===== src/rtl/shift_pkg.sv =====
// Shared constants for the multi-cycle shift sequencer and its single-pass step.
package shift_pkg;

  // Largest shift a single pass can apply (matches the 3-bit step field)
  localparam int STEP_MAX_DEF = 7;

  // Shift mode encoding
  localparam logic [1:0] MODE_LSL = 2'b00;
  localparam logic [1:0] MODE_LSR = 2'b01;
  localparam logic [1:0] MODE_ASR = 2'b10;
  localparam logic [1:0] MODE_ROR = 2'b11;

  // Sequencer state encoding
  localparam logic [1:0] ST_IDLE   = 2'd0;
  localparam logic [1:0] ST_SHIFT  = 2'd1;
  localparam logic [1:0] ST_FINISH = 2'd2;

endpackage


===== src/rtl/shift_step.sv =====
// Single combinational shift pass of 0..7 bits, reporting the last bit shifted out.
module shift_step
  import shift_pkg::*;
#(
  parameter int N = 32
) (
  input  logic [N-1:0] i_work,
  input  logic [2:0]   i_step,
  input  logic [1:0]   i_mode,
  output logic [N-1:0] o_result,
  output logic         o_carry
);

  // Each shift is done one bit wider so the carry falls out in the guard bit.
  logic [N:0] w_left;
  logic [N:0] w_right;
  logic [N:0] w_arith;
  logic [N-1:0] w_rot;

  assign w_left  = {1'b0, i_work} << i_step;
  assign w_right = {i_work, 1'b0} >> i_step;
  assign w_arith = $signed({i_work, 1'b0}) >>> i_step;
  assign w_rot   = N'({i_work, i_work} >> i_step);

  // Select the pass result and carry for the requested mode
  always_comb begin
    o_result = i_work;
    o_carry  = 1'b0;
    case (i_mode)
      MODE_LSL: begin
        o_result = w_left[N-1:0];
        o_carry  = w_left[N];
      end
      MODE_LSR: begin
        o_result = w_right[N:1];
        o_carry  = w_right[0];
      end
      MODE_ASR: begin
        o_result = w_arith[N:1];
        o_carry  = w_arith[0];
      end
      default: begin
        // Rotation: the last bit out becomes the new MSB; a zero pass has no carry
        o_result = w_rot;
        o_carry  = (i_step != 3'd0) & w_rot[N-1];
      end
    endcase
  end

endmodule


===== src/rtl/shift_sequencer.sv =====
// Multi-cycle shifter: splits a full-range shift into passes of at most STEP_MAX bits.
//
//   state  | meaning
//   IDLE   | waiting for start; operands captured on accept
//   SHIFT  | one pass per clock, rem counts down to zero
//   FINISH | publish result/carry and pulse done on the next edge
module shift_sequencer
  import shift_pkg::*;
#(
  parameter int N        = 32,
  parameter int AMT_W    = 5,
  parameter int STEP_MAX = STEP_MAX_DEF
) (
  input  logic             clk,
  input  logic             reset,
  input  logic             start,
  input  logic [N-1:0]     data_in,
  input  logic [AMT_W-1:0] amount,
  input  logic [1:0]       mode,
  output logic             busy,
  output logic             done,
  output logic [N-1:0]     data_out,
  output logic             carry_out
);

  logic [1:0]       r_state;
  logic [N-1:0]     r_work;
  logic [AMT_W-1:0] r_rem;
  logic [1:0]       r_mode;
  logic             r_carry;
  logic             r_done;
  logic [N-1:0]     r_data_out;
  logic             r_carry_out;

  logic [2:0]       w_step;
  logic [AMT_W-1:0] w_rem_next;
  logic [N-1:0]     w_shifted;
  logic             w_carry;

  // Pass size: whatever is left, capped at the step-field maximum
  always_comb begin
    if (r_rem > AMT_W'(STEP_MAX)) begin
      w_step = 3'(STEP_MAX);
    end else begin
      w_step = r_rem[2:0];
    end
  end

  assign w_rem_next = r_rem - AMT_W'(w_step);

  shift_step #(.N(N)) u_step (
    .i_work   (r_work),
    .i_step   (w_step),
    .i_mode   (r_mode),
    .o_result (w_shifted),
    .o_carry  (w_carry)
  );

  // Sequencer FSM plus the working and result registers
  always_ff @(posedge clk or posedge reset) begin
    if (reset) begin
      r_state     <= ST_IDLE;
      r_work      <= '0;
      r_rem       <= '0;
      r_mode      <= MODE_LSL;
      r_carry     <= 1'b0;
      r_done      <= 1'b0;
      r_data_out  <= '0;
      r_carry_out <= 1'b0;
    end else begin
      r_done <= 1'b0;
      case (r_state)
        ST_IDLE: begin
          if (start) begin
            r_work  <= data_in;
            r_rem   <= amount;
            r_mode  <= mode;
            r_carry <= 1'b0;
            r_state <= (amount != '0) ? ST_SHIFT : ST_FINISH;
          end
        end
        ST_SHIFT: begin
          r_work  <= w_shifted;
          r_carry <= w_carry;
          r_rem   <= w_rem_next;
          if (w_rem_next == '0) begin
            r_state <= ST_FINISH;
          end
        end
        ST_FINISH: begin
          r_data_out  <= r_work;
          r_carry_out <= r_carry;
          r_done      <= 1'b1;
          r_state     <= ST_IDLE;
        end
        default: begin
          r_state <= ST_IDLE;
        end
      endcase
    end
  end

  assign busy      = (r_state != ST_IDLE);
  assign done      = r_done;
  assign data_out  = r_data_out;
  assign carry_out = r_carry_out;

endmodule


===== config.mk =====
export PLATFORM = sky130hd
export DESIGN_NAME = shift_sequencer
export DESIGN_NICKNAME = d
export VERILOG_FILES = /design/src/rtl/shift_pkg.sv /design/src/rtl/shift_step.sv /design/src/rtl/shift_sequencer.sv
export SDC_FILE = /design/constraint.sdc
export NUM_CORES = 1
export LEC_CHECK = 0
export CAP_MARGIN = 20
export CELL_PAD_IN_SITES_DETAIL_PLACEMENT = 1
export CELL_PAD_IN_SITES_GLOBAL_PLACEMENT = 1
export CORE_UTILIZATION = 47
export DETAILED_ROUTE_END_ITERATION = 8
export PLACE_DENSITY = 0.95
export SLEW_MARGIN = 25
export SYNTH_ARGS = -nofsm -noshare
export SYNTH_HDL_FRONTEND = slang
export SYNTH_HIERARCHICAL = 1
export SYNTH_SLANG_ARGS = --single-unit

===== constraint.sdc =====
create_clock -name clk -period 6.4 [get_ports clk]
set_input_delay 0.96 -clock clk [delete_from_list [all_inputs] [get_ports clk]]
set_output_delay 0.96 -clock clk [all_outputs]
set_load 0.1 [all_outputs]

==> impl_metrics.py <==
metrics = {
    "run_status": {
        "status": "complete, no violations",
    },
    "final_layout": {
        "drive_gt1_share_pct": 12.8,
        "finalNonFillerCells": 857,
        "syn2layout_area_growth_pct": 17.4,
        "final_util_pct": 57.1,
        "nNetsFinal": 727,
        "diodes": 0,
    },
    "sta": {
        "period_minus_slack_ns": 3.68,
        "min_period_over_period_pct": 57.5,
        "setup_viol": 0,
        "fin_tns_setup_ns": 0,
        "hold_violations": 0,
        "fmax_ghz": 0.272,
        "slew_violations": 0,
        "tightest_slew_ns": 1.03,
        "slew_headroom_pct": 31.0,
        "rsz0062_at_grt": "false",
        "clock_skew_ns": 0.00498,
    },
    "detailed_routing": {
        "num_vias": 5356,
        "wl_um": 17900,
        "detail_route.wl_per_cell_um": 20.9,
        "drt_iter0_markers": 295,
        "first_pass_iters": 5,
        "viasPerCell": 6.25,
        "ant_nets": 0,
        "drc": 0,
    },
    "clock_network": {
        "cts_made_buffers": 9,
        "cts_setup_buffers": 0,
        "cts_tree": "done",
        "ctsResizeCount": 0,
        "cts.reportedPaths.clkPinSlew_ns": 0.06,
        "cts_root_buf": "clkbuf_16",
        "insertion_delay_ns": 0.35,
        "cts_hold_buffers": 0,
        "htreeDepth": 3,
        "cts_sinks": 76,
        "clockBufferDepth": 2,
    },
    "floorplan": {
        "die_area_mm2": 0.0130,
        "rows": 40,
        "initial_core_util_pct": 48.7,
        "ios": 77,
        "die_h_um": 114,
        "coreArea_mm2": 0.0122,
        "die_w_um": 114,
    },
    "yosys": {
        "yosys_register_bits": 76,
        "ys_async_sr_fraction_pct": 100,
        "syn_avg_cell_area_um2": 9.20,
        "syn_nets": 686,
        "netlist_instances": 643,
        "yosysMostFrequentCell": "nand2_1",
        "ys_seq_area_share_pct": 32.1,
        "synth_cell_types": 63,
        "synth_area_mm2": 0.00592,
        "synth_top_area_share_pct": 32.1,
        "synth_edf_count": 0,
        "synthTopCellsByArea": "dfrtp_1 32%, mux2i_1 14%, mux2_2 5.9%",
        "yosys-top-cells-count": "85 x nand2_1, 81 x mux2i_1, 76 x dfrtp_1, 40 x nor2_1, 38 x o21ai_1",
        "yosys_warnings": 6,
        "yosysTopAreaCell": "dfrtp_1",
        "ys.flop_type": "dfrtp_1",
    },
    "place": {
        "place_inst": 840,
        "hpwl_um": 12400,
        "place_congestion": 0.872,
        "portBuffers": 76,
    },
    "critical_path": {
        "arrival_ns": 3.88,
        "worstSetupEndpointType": "flip-flop",
        "setup.worst_path.start_class": "flip-flop",
        "critPathKind": "reg -> reg",
        "cp.required_ns": 6.60,
        "worstPathMaxFanout": 75,
    },
    "global_route": {
        "antenna_found_initial": 0,
        "overflow": 0,
        "grt_pass1_wl_um": 29300,
        "grt_max_degree": 77,
        "grt_pass1_vias": 5458,
        "grtUsageTotal_pct": 29.2,
    },
    "worst_hold_path": {
        "hp-class": "reg -> reg",
    },
    "flow_run": {
        "maxCapViolCount": 0,
    },
}
## sequential cells by signal (all words and copies together), names as in the netlist
name       flops
r_carry        1
r_work        32
done           1
r_mode         2
data_out      32
r_state        2
r_rem          5
carry_out      1
## layout make-up
class	instances	area [um2]
Fill cell	1396	5220
Multi-Input combinational cell	503	3640
Sequential cell	76	1900
Timing Repair Buffer	85	852
Clock buffer	11	253
Tap cell	168	210
Clock inverter	5	50.0
Inverter	9	33.8
## logic make-up after synthesis
logic type	Yosys count	share of synthesized area [%]
buffers and inverters	64	6.66
AOI/OAI and AO/OA	171	19.1
and+or+nand+nor	183	14.0
muxes	148	27.9
adders and majority gates	1	0.211
DFF	76	32.1
## layout by cell type, fill, tap and decap left out, types with 3 or more instances in the layout
master           instances
nand2_1                 85
mux2i_1                 81
dfrtp_1                 76
clkdlybuf4s50_1         76
nor2_1                  39
o21ai_1                 38
mux2_2                  31
mux2_1                  27
o21ai_0                 27
o211ai_1                22
a21oi_1                 19
a211oi_1                 9
nor3_1                   9
clkbuf_16                9
nand3_1                  8
inv_1                    7
or2_2                    7
nand2b_1                 7
buf_4                    7
mux4_2                   7
o31ai_1                  6
or3_1                    5
o22ai_1                  5
nor2b_1                  5
a31oi_1                  5
a31o_2                   5
a221oi_1                 4
clkinv_2                 4
nand3b_1                 4
o211a_1                  4
a32o_1                   3
a21o_1                   3
## routing by layer
layer,wire (um),vias to the layer above,GRT usage (%)
li1,-,2450,-
met1,7740,2690,35.9
met2,8830,166,49.1
met3,724,50,5.19
met4,647,0,15.1
met5,0,-,0
## critical path: stages, from the launching register on
cell and delay, ns:
dfrtp_1 0.50, or3_2 0.53, buf_4 0.39, inv_1 0.75
buf_4 0.35, nor2_1 0.07, nor3_1 0.30, nor3_1 0.10
a31o_2 0.24, mux2i_1 0.16, o21ai_1 0.10
## per-stage QoR
step | instance area, um2 | setup WS [ns] | hold slack, ns
after floorplan | 5920 | 3.50 | 0.467
after global placement | 6610 | 3.06 | 0.467
after detailed placement | 6610 | 2.88 | 0.476
after CTS | 6910 | 2.82 | 0.488
after global routing | 6950 | 2.58 | 0.501
final | 6950 | 2.72 | 0.485
## path summary, 6_finish.rpt
kind	from	endpoint	slack, ns	depth (start not counted)
max in group asynchronous	reset	r_state[1]	4.79	3
hold reg to reg	data_out[10]	data_out[10]	0.48	1
min in group asynchronous	reset	r_work[21]	1.11	3
setup / recovery	r_rem[3]	r_work[12]	2.72	10
hold / removal	data_out[10]	data_out[10]	0.48	1
setup reg to reg	r_rem[3]	r_work[12]	2.72	10
Power is left out: the tool's default activity adds up to more than one toggle a clock period on the data nets, which glitch-free logic cannot reach.
